## src/rtl/gpr_sb_regfile_pkg.sv

```systemverilog
// ---------------------------------------------------------------------------
// gpr_sb_regfile_pkg
// Shared constants for the integer register file slice.
//   XLEN_DEF / NREG_DEF : default data width and register count
//   REG_ZERO / REG_A0   : architectural indices of x0 and a0
//   GPR_NREG_SEL(e)     : register count for RV32E (e=1) or RV32I (e=0)
// ---------------------------------------------------------------------------
`ifndef GPR_SB_REGFILE_PKG_SV
`define GPR_SB_REGFILE_PKG_SV

`define GPR_NREG_SEL(is_rv32e) ((is_rv32e) ? 16 : 32)

package gpr_sb_regfile_pkg;
  localparam int XLEN_DEF = 32;
  localparam int NREG_DEF = `GPR_NREG_SEL(0);
  localparam int REG_ZERO = 0;
  localparam int REG_A0   = 10;
endpackage

`endif

```

## src/rtl/gpr_sb_regfile_if.sv

```systemverilog
// ---------------------------------------------------------------------------
// gpr_sb_regfile_if
// Bundle of the read, write-back, issue and status signals of the register
// file. The master side is decode/issue plus the two write-back stages; the
// slave side is the register file itself.
//   raddr1/2, rdata1/2, rrdy1/2 : two read ports with operand-ready flags
//   wen0/waddr0/wdata0          : write port 0 (EXU)
//   wen1/waddr1/wdata1          : write port 1 (LSU)
//   iss_en/iss_rd               : destination of the issued instruction
//   busy_vec, dbg_a0            : scoreboard state and a0 for the harness
// ---------------------------------------------------------------------------
interface gpr_sb_regfile_if
  import gpr_sb_regfile_pkg::*;
#(
  parameter int XLEN = XLEN_DEF,
  parameter int NREG = NREG_DEF
);
  localparam int AW = $clog2(NREG);

  logic [AW-1:0]   raddr1;
  logic [AW-1:0]   raddr2;
  logic [XLEN-1:0] rdata1;
  logic [XLEN-1:0] rdata2;
  logic            rrdy1;
  logic            rrdy2;
  logic            wen0;
  logic [AW-1:0]   waddr0;
  logic [XLEN-1:0] wdata0;
  logic            wen1;
  logic [AW-1:0]   waddr1;
  logic [XLEN-1:0] wdata1;
  logic            iss_en;
  logic [AW-1:0]   iss_rd;
  logic [NREG-1:0] busy_vec;
  logic [XLEN-1:0] dbg_a0;

  modport master (
    output raddr1, raddr2, wen0, waddr0, wdata0, wen1, waddr1, wdata1,
           iss_en, iss_rd,
    input  rdata1, rdata2, rrdy1, rrdy2, busy_vec, dbg_a0
  );

  modport slave (
    input  raddr1, raddr2, wen0, waddr0, wdata0, wen1, waddr1, wdata1,
           iss_en, iss_rd,
    output rdata1, rdata2, rrdy1, rrdy2, busy_vec, dbg_a0
  );
endinterface

```

## src/rtl/gpr_sb_regfile_scoreboard.sv

```systemverilog
// ---------------------------------------------------------------------------
// gpr_scoreboard
// Per-register busy bits. An issue marks its destination busy, a write-back
// clears it; a set wins over a clear on the same register because the newly
// issued producer now owns it. x0 is never busy.
//   clk, rst              : clock, synchronous active-high reset
//   wen0/waddr0, wen1/... : write-back ports (already qualified by the top)
//   iss_en, iss_rd        : issue destination
//   raddr1, raddr2        : read addresses whose readiness is reported
//   rrdy1, rrdy2          : operand ready (not busy, x0, or bypassed)
//   busy_vec              : current busy bits
// ---------------------------------------------------------------------------
module gpr_scoreboard
  import gpr_sb_regfile_pkg::*;
#(
  parameter int NREG   = NREG_DEF,
  parameter int BYPASS = 1,
  localparam int AW    = $clog2(NREG)
) (
  input  logic            clk,
  input  logic            rst,
  input  logic            wen0_i,
  input  logic [AW-1:0]   waddr0_i,
  input  logic            wen1_i,
  input  logic [AW-1:0]   waddr1_i,
  input  logic            iss_en_i,
  input  logic [AW-1:0]   iss_rd_i,
  input  logic [AW-1:0]   raddr1_i,
  input  logic [AW-1:0]   raddr2_i,
  output logic            rrdy1_o,
  output logic            rrdy2_o,
  output logic [NREG-1:0] busy_vec_o
);
  localparam logic [AW-1:0] ZERO_IDX = AW'(REG_ZERO);
  localparam bit            BYP      = (BYPASS != 0);

  logic [NREG-1:0] busy_q;
  logic [NREG-1:0] busy_d;

  assign busy_d[0] = 1'b0;

  for (genvar gi = 1; gi < NREG; gi++) begin : g_busy
    localparam logic [AW-1:0] IDX = AW'(gi);
    logic set_hit;
    logic clr_hit;
    assign set_hit    = iss_en_i && (iss_rd_i == IDX);
    assign clr_hit    = (wen0_i && (waddr0_i == IDX)) || (wen1_i && (waddr1_i == IDX));
    assign busy_d[gi] = set_hit | (busy_q[gi] & ~clr_hit);
  end

  always_ff @(posedge clk) begin
    if (rst) begin
      busy_q <= '0;
    end else begin
      busy_q <= busy_d;
    end
  end

  // A write landing this cycle makes the operand available through the
  // bypass, so it counts as ready even though busy is still set.
  for (genvar gi = 0; gi < 2; gi++) begin : g_rdy
    logic [AW-1:0] addr;
    logic          wr_hit;
    logic          rdy;
    assign addr   = (gi == 0) ? raddr1_i : raddr2_i;
    assign wr_hit = (wen0_i && (waddr0_i == addr)) || (wen1_i && (waddr1_i == addr));
    assign rdy    = (addr == ZERO_IDX) | ~busy_q[addr] | (BYP & wr_hit);
  end

  assign rrdy1_o    = g_rdy[0].rdy;
  assign rrdy2_o    = g_rdy[1].rdy;
  assign busy_vec_o = busy_q;
endmodule

```

## src/rtl/gpr_sb_regfile.sv

```systemverilog
// ---------------------------------------------------------------------------
// gpr_sb_regfile
// Integer register file with two write-back ports (EXU on port 0, LSU on
// port 1), two combinational read ports with optional same-cycle bypass,
// and a busy scoreboard used by issue to stall.
//   clk, rst : clock, synchronous active-high reset
//   bus      : gpr_sb_regfile_if slave (read/write/issue/status signals)
// Parameters XLEN and NREG must match those of the connected interface.
// ---------------------------------------------------------------------------
module gpr_sb_regfile
  import gpr_sb_regfile_pkg::*;
#(
  parameter int XLEN   = XLEN_DEF,
  parameter int NREG   = NREG_DEF,
  parameter int BYPASS = 1
) (
  input logic             clk,
  input logic             rst,
  gpr_sb_regfile_if.slave bus
);
  localparam int            AW       = $clog2(NREG);
  localparam logic [AW-1:0] ZERO_IDX = AW'(REG_ZERO);
  localparam logic [AW-1:0] A0_IDX   = AW'(REG_A0);
  localparam bit            BYP      = (BYPASS != 0);

  // Entry 0 exists only to keep indexing simple; it is never written and
  // reads of x0 are forced to zero below.
  logic [XLEN-1:0] regs_q [NREG];

  // Write-backs have no effect while reset is asserted, including on the
  // bypass path and on the ready flags.
  logic wr0_v;
  logic wr1_v;
  assign wr0_v = bus.wen0 & ~rst;
  assign wr1_v = bus.wen1 & ~rst;

  // Port 1 is assigned last so it wins when both ports hit one register.
  always_ff @(posedge clk) begin
    if (rst) begin
      for (int i = 0; i < NREG; i++) begin
        regs_q[i] <= '0;
      end
    end else begin
      if (bus.wen0 && (bus.waddr0 != ZERO_IDX)) begin
        regs_q[bus.waddr0] <= bus.wdata0;
      end
      if (bus.wen1 && (bus.waddr1 != ZERO_IDX)) begin
        regs_q[bus.waddr1] <= bus.wdata1;
      end
    end
  end

  for (genvar gi = 0; gi < 2; gi++) begin : g_rd
    logic [AW-1:0]   raddr;
    logic [XLEN-1:0] rdata;
    assign raddr = (gi == 0) ? bus.raddr1 : bus.raddr2;
    always_comb begin
      rdata = regs_q[raddr];
      if (raddr == ZERO_IDX) begin
        rdata = '0;
      end else if (BYP && wr1_v && (bus.waddr1 == raddr)) begin
        rdata = bus.wdata1;
      end else if (BYP && wr0_v && (bus.waddr0 == raddr)) begin
        rdata = bus.wdata0;
      end
    end
  end

  assign bus.rdata1 = g_rd[0].rdata;
  assign bus.rdata2 = g_rd[1].rdata;
  assign bus.dbg_a0 = regs_q[A0_IDX];

  gpr_scoreboard #(
    .NREG   (NREG),
    .BYPASS (BYPASS)
  ) u_scoreboard (
    .clk        (clk),
    .rst        (rst),
    .wen0_i     (wr0_v),
    .waddr0_i   (bus.waddr0),
    .wen1_i     (wr1_v),
    .waddr1_i   (bus.waddr1),
    .iss_en_i   (bus.iss_en),
    .iss_rd_i   (bus.iss_rd),
    .raddr1_i   (bus.raddr1),
    .raddr2_i   (bus.raddr2),
    .rrdy1_o    (bus.rrdy1),
    .rrdy2_o    (bus.rrdy2),
    .busy_vec_o (bus.busy_vec)
  );
endmodule

```

## src/flat_wrapper.sv

```systemverilog
// flat-port wrapper written by rule: the top's interface ports become plain ports
module gpr_sb_regfile_flat import gpr_sb_regfile_pkg::*;
#(
  parameter int XLEN   = XLEN_DEF,
  parameter int NREG   = NREG_DEF,
  parameter int BYPASS = 1
)
  (clk, rst, bus_raddr1, bus_raddr2, bus_wen0, bus_waddr0, bus_wdata0, bus_wen1, bus_waddr1, bus_wdata1, bus_iss_en, bus_iss_rd, bus_rdata1, bus_rdata2, bus_rrdy1, bus_rrdy2, bus_busy_vec, bus_dbg_a0);
  gpr_sb_regfile_if #(.XLEN(XLEN), .NREG(NREG)) bus_i ();
  input logic clk;
  input logic rst;
  input wire logic [$bits(bus_i.raddr1)-1:0] bus_raddr1;
  input wire logic [$bits(bus_i.raddr2)-1:0] bus_raddr2;
  input wire logic [$bits(bus_i.wen0)-1:0] bus_wen0;
  input wire logic [$bits(bus_i.waddr0)-1:0] bus_waddr0;
  input wire logic [$bits(bus_i.wdata0)-1:0] bus_wdata0;
  input wire logic [$bits(bus_i.wen1)-1:0] bus_wen1;
  input wire logic [$bits(bus_i.waddr1)-1:0] bus_waddr1;
  input wire logic [$bits(bus_i.wdata1)-1:0] bus_wdata1;
  input wire logic [$bits(bus_i.iss_en)-1:0] bus_iss_en;
  input wire logic [$bits(bus_i.iss_rd)-1:0] bus_iss_rd;
  output wire logic [$bits(bus_i.rdata1)-1:0] bus_rdata1;
  output wire logic [$bits(bus_i.rdata2)-1:0] bus_rdata2;
  output wire logic [$bits(bus_i.rrdy1)-1:0] bus_rrdy1;
  output wire logic [$bits(bus_i.rrdy2)-1:0] bus_rrdy2;
  output wire logic [$bits(bus_i.busy_vec)-1:0] bus_busy_vec;
  output wire logic [$bits(bus_i.dbg_a0)-1:0] bus_dbg_a0;
  assign bus_i.raddr1 = bus_raddr1;
  assign bus_i.raddr2 = bus_raddr2;
  assign bus_i.wen0 = bus_wen0;
  assign bus_i.waddr0 = bus_waddr0;
  assign bus_i.wdata0 = bus_wdata0;
  assign bus_i.wen1 = bus_wen1;
  assign bus_i.waddr1 = bus_waddr1;
  assign bus_i.wdata1 = bus_wdata1;
  assign bus_i.iss_en = bus_iss_en;
  assign bus_i.iss_rd = bus_iss_rd;
  assign bus_rdata1 = bus_i.rdata1;
  assign bus_rdata2 = bus_i.rdata2;
  assign bus_rrdy1 = bus_i.rrdy1;
  assign bus_rrdy2 = bus_i.rrdy2;
  assign bus_busy_vec = bus_i.busy_vec;
  assign bus_dbg_a0 = bus_i.dbg_a0;
  gpr_sb_regfile #(.XLEN(XLEN), .NREG(NREG), .BYPASS(BYPASS)) u_core (.clk(clk), .rst(rst), .bus(bus_i));
endmodule
```

## config.mk

```make
export PLATFORM = sky130hd
export DESIGN_NAME = gpr_sb_regfile_flat
export DESIGN_NICKNAME = d
export VERILOG_FILES = /design/src/rtl/gpr_sb_regfile_pkg.sv /design/src/rtl/gpr_sb_regfile_if.sv /design/src/rtl/gpr_sb_regfile_scoreboard.sv /design/src/rtl/gpr_sb_regfile.sv /design/src/flat_wrapper.sv
export SDC_FILE = /design/constraint.sdc
export NUM_CORES = 2
export LEC_CHECK = 0
export BUFFER_PORTS_ARGS = -buffer_cell sky130_fd_sc_hd__buf_2
export CAP_MARGIN = 20
export CORE_ASPECT_RATIO = 2
export CORE_MARGIN = 4
export CORE_UTILIZATION = 40
export DETAILED_ROUTE_END_ITERATION = 10
export PLACE_DENSITY = 0.54
export SKIP_LAST_GASP = 1
export SYNTH_ARGS = -nofsm -noshare
export SYNTH_HDL_FRONTEND = slang
export SYNTH_SLANG_ARGS = --single-unit
export TNS_END_PERCENT = 30
```

## constraint.sdc

```tcl
create_clock -name clk -period 7.45 [get_ports clk]
set_clock_uncertainty 0.15 [all_clocks]
set_input_delay 1.1175 -clock clk [delete_from_list [all_inputs] [get_ports clk]]
set_output_delay 1.1175 -clock clk [all_outputs]
set_load 0.005 [all_outputs]
```

* Yosys cells after proc, flatten, opt, wreduce, memory -nomap -nowiden *
Memory sizes are Yosys's and may differ from the RTL's.
Cells that the tools add are included.

operators by class
  magnitude comparators = 2
  multiplexer cells = 24
  multipliers = 0
  shift operators = 0
  $add $sub $neg = 0
  bitwise gates (word level) = 102
  divide/modulo/power cells = 0
  equal/unequal tests = 97
  reductions and logical operators = 138

operator list
  operator            number
  $mux 32             8
  $eq 5x5->1 const B  48
  $eq 5x4->1 const B  24
  $logic_and 1x1->1   99
  $reduce_or 32->1    2
  $eq 5x3->1 const B  12
  $or 1x1->1          35
  $not 1->1           34
  $and 1x1->1         33
  $logic_or 1x1->1    33
  $eq 5x2->1 const B  6
  $eq 5x5->1          4
  $eq 5x1->1 const B  3
  $lt 5x6->1 const B  2
  $mux 1              12
  $bmux 1 s5          2
  $logic_not 5->1     2
  $mux 5              2
  $reduce_bool 5->1   2

storage, ports and cells
  register bits after elaboration = 32
  memories = 1
  logic and storage cells = 366
  bits in read-only memories = 0
  bits of input ports = 94
  RAM bits = 1024
  bits in latches = 0

memories
  name           depth  width  rd ports  clocked after Yosys merged registers in  wr ports  line                  RTL
  u_core.regs_q  32     32     3         0                                        32        gpr_sb_regfile.sv:28  logic [XLEN-1:0] regs_q [NREG];

* Depth between registers and ports, before layout *
  depth after elaboration = 7
  mapped depth = 10
  gate-level depth less buffers = 5

* Cells and area by module *
From an unflattened synthesis, not the netlist that was laid out.

unflattened totals
  cells, all modules = 4372
  area total of the unflattened synthesis = 61939.4 um2

by module, submodules not included
  module          area each (um2)  cells each  instances  sequential area each (um2)
  gpr_sb_regfile  59547.1          4095        1          30749.5
  gpr_scoreboard  2392.3           277         1          620.6

* Worst setup path before layout *
OpenSTA, ideal clock, no wires.

  kind = input to output
  from = input bus_raddr2[0]
  to = output bus_rdata2[29]
  arrival time = 2.751 ns
  stages on the path = 8
  path slack = 3.431 ns
  data required time = 6.182 ns
  cell sequence = buf_4 -> buf_6 -> buf_6 -> buf_2 -> mux4_2 -> a21o_1 -> o22ai_1 -> o21ai_1

between the ends
  cells in the longest elaborated chain, start to end = 5
  elaborated cells on any way between the ends = 9

ends and longest elaborated chain
  element                                                                line                  RTL
  start, declared                                                        flat_wrapper.sv:13    input wire logic [$bits(bus_i.raddr2)-1:0] bus_raddr2;
  parallel branches: the longest is 4 deep, another holds $mem_v2 32x32  --
  $mux 32 *                                                              gpr_sb_regfile.sv:59  if (raddr == ZERO_IDX) begin
  end, declared                                                          flat_wrapper.sv:23    output wire logic [$bits(bus_i.rdata2)-1:0] bus_rdata2;

Mark *: on every way between the ends.

* Final worst setup path *
  from = input bus_raddr2[0]
  to = output bus_rdata2[8]

Same word-level chain as after synthesis.

==> run metrics <==
Seq/Total Area, Yosys=51.1%; Req. time, crit path=6180 ps; Tmin final=5970 ps; # IOs=224; layer with the highest usage=met2; met3 usage=7.55%; clock power share=37.3%; switching pwr=4120 uW; number of H-tree levels=3; Post-CTS Setup Bufs=0; Worst Tran Pin Value=1230 ps; top post-synthesis cells by area=edfxtp_1 (50%), mux4_2 (17%), a22o_1 (15%), mux2i_1 (2.7%), clkbuf_1 (2.6%); Unique masters post-synth=63; design area=67,900 um2; core area=153,000 um2; grt met2 use=57.7%; P&R area growth vs syn=10.5%; DP HPWL=168,000 um; final setup vio count=0; Reg2Reg Depth=2; Yosys reg bits=1,055; Cell Area, Synth=61,400 um2; gpl congestion=0.995; Max Fclk=167 MHz; row cnt=203; Yosys Warn Count=0; vias in the first global route=46,700; IO Port Bufs=222; Placed Instance Area=64,400 um2; final core occ=44.4%; Global Route Usage Sum=35.0%; reg2reg setup slack=6360 ps; worst hold path class=reg -> reg; crit-path max FO=46; 1st-pass router iterations=6; Gate power share=15.1%; Synth area leader=edfxtp_1; FF-to-FF Start=u_core.u_scoreboard.busy_vec_o[17]; fraction of layout cells with a size suffix above 1=27.8%; PD cells=218 nW/um2; first-pass GRT wire length=389,000 um; total CTS buffers=104; DRT iter0 DRCs=6,553; detailed-route vias per instance=7.48; antenna viol nets, final=0; # resized after CTS=0; clk_lat worst skew=740 ps; ys flop type=edfxtp_1; DRC=0; Critical Path Source=bus_raddr2[0]; Flop pwr share=47.6%; Commonest cells post-synth=edfxtp_1 (1,024), a22o_1 (1,022), mux4_2 (465); sw frac=27.9%; Async SR Flop Fraction=0%; CTS root buffer=clkbuf_16; Horiz. Die Dim=285 um; final period utilization=80.2%; outcome=complete, no violations; worst r2r dst=u_core.u_scoreboard.busy_vec_o[17]; Routed WL per cell=46.0 um; # Max-Cap Violations=0; largest net degree at the start of global routing=101; DR vias=47,000; syn_area_per_cell=14.3 um2; relative slew slack=17.5%; gr ovfl total=0; Initial Utilization=40.2%; Setup TNS=0 ps; Startpoint Class=input port; Hold Fails Final Rpt=0; Pins Over Slew Limit=0; die extent in y=562 um; P_int=10,700 uW; DRT Wirelength=289,000 um; RSZ-0062 raised after global routing=false; cell count after synthesis=4,282; crit end category=output pin; fin nets=4,241; hold buffers post-CTS=0; Post-synth EDFFs=1,024; Worst setup endpoint=bus_rdata2[8]; worst vdd ir=0.166 mV; most frequent cell after synthesis=edfxtp_1; initial antenna violation count=11; Sink Count=1,055; top cell type's share of synthesized area=50.0%; Pleak=0.0229 uW; clk buf depth=3; met1 Use GR=39.9%; Die ar.=160,000 um2; CTS tree=done; Worst-path clk slew=60 ps; Data arrival, critical path=4700 ps; Crit Path Category=in -> out
-- flip-flops by register name (all words and copies together) (netlist names) --
name,flops
u_core.u_scoreboard.busy_vec_o,31
u_core.regs_q,1024
-- placed cells by master, fill, tap and decap left out, types with 54 or more instances in the layout --
cell type	n
a22o_1	1022
buf_2	215
buf_4	197
clkbuf_16	105
edfxtp_1	1024
inv_1	54
mux2i_1	165
mux4_2	465
nand2_1	97
o221ai_1	64
-- kinds of logic (layout without fill, tap and decap cells) --
kind of cell           count (synthesis)  count (layout)  synth area share (%)
AND/OR/NAND/NOR                      324             324                  3.04
flip-flops                          1055            1055                  51.1
AO/OA/AOI/OAI                       1490            1490                  20.5
other                                  1              39               0.00610
buffers and inverters                760             678                  5.37
multiplexers                         634             634                  19.8
XOR/XNOR                              18              18                 0.257
-- worst min path at each step --
stage / startpoint / slack, ps / cells after the start / to
3_5_place_dp: u_core.u_scoreboard.busy_vec_o[6] / 350 / 2 / u_core.u_scoreboard.busy_vec_o[6]
2_1_floorplan: u_core.u_scoreboard.busy_vec_o[8] / 320 / 2 / u_core.u_scoreboard.busy_vec_o[8]
6_report: u_core.u_scoreboard.busy_vec_o[6] / 360 / 2 / u_core.u_scoreboard.busy_vec_o[6]
4_1_cts: u_core.u_scoreboard.busy_vec_o[6] / 360 / 2 / u_core.u_scoreboard.busy_vec_o[6]
5_1_grt: u_core.u_scoreboard.busy_vec_o[15] / 390 / 2 / u_core.u_scoreboard.busy_vec_o[15]
3_3_place_gp: u_core.u_scoreboard.busy_vec_o[6] / 340 / 2 / u_core.u_scoreboard.busy_vec_o[6]
-- per-stage QoR --
step                      instances  hold slack (ps)  setup WS [ps]  total power, uW
after floorplan                4314              319           3430             8330
after global placement         6084              343            650             9280
after detailed placement       6089              349           1570             9320
after CTS                      6280              360           1570            14700
after global routing           6284              392           1510            15100
final                          6288              357           1480            14800
-- metal layers --
layer | share of wire [%] | wire, um | vias to the layer above
met5 | 0.016 | 46 | -
met4 | 9.5 | 27600 | 8
met3 | 10 | 29100 | 1077
met2 | 48 | 138000 | 3789
met1 | 32 | 93900 | 24400
li1 | - | - | 17700
-- worst max-delay path, stage by stage --
cell	delay, ps
buf_8	420
buf_4	550
buf_4	400
mux4_2	550
a22o_1	240
a211oi_1	640
a21o_1	270
o21ai_1	130
buf_2	160
-- area by class of cell --
cell class	count	area, um2
fillers	13800	85000
flip-flops and latches	1055	31400
multi-input cells	2499	27400
repair buffers	432	2930
clock buffers	121	2690
well taps	2050	2560
clock inverters	70	703
inverters	55	209
diodes	6	15.0
-- power by group through the flow --
| stage | clock [uW] | sequential (uW) | combinational, uW |
|---|---|---|---|
| 2_1_floorplan | 0 | 7080 | 1250 |
| 3_3_place_gp | 0 | 7130 | 2150 |
| 5_1_grt | 5770 | 7070 | 2260 |
| 6_report | 5510 | 7040 | 2230 |
| 4_1_cts | 5520 | 7030 | 2170 |
| 3_5_place_dp | 0 | 7160 | 2160 |
(Power assumes the default switching activity.)
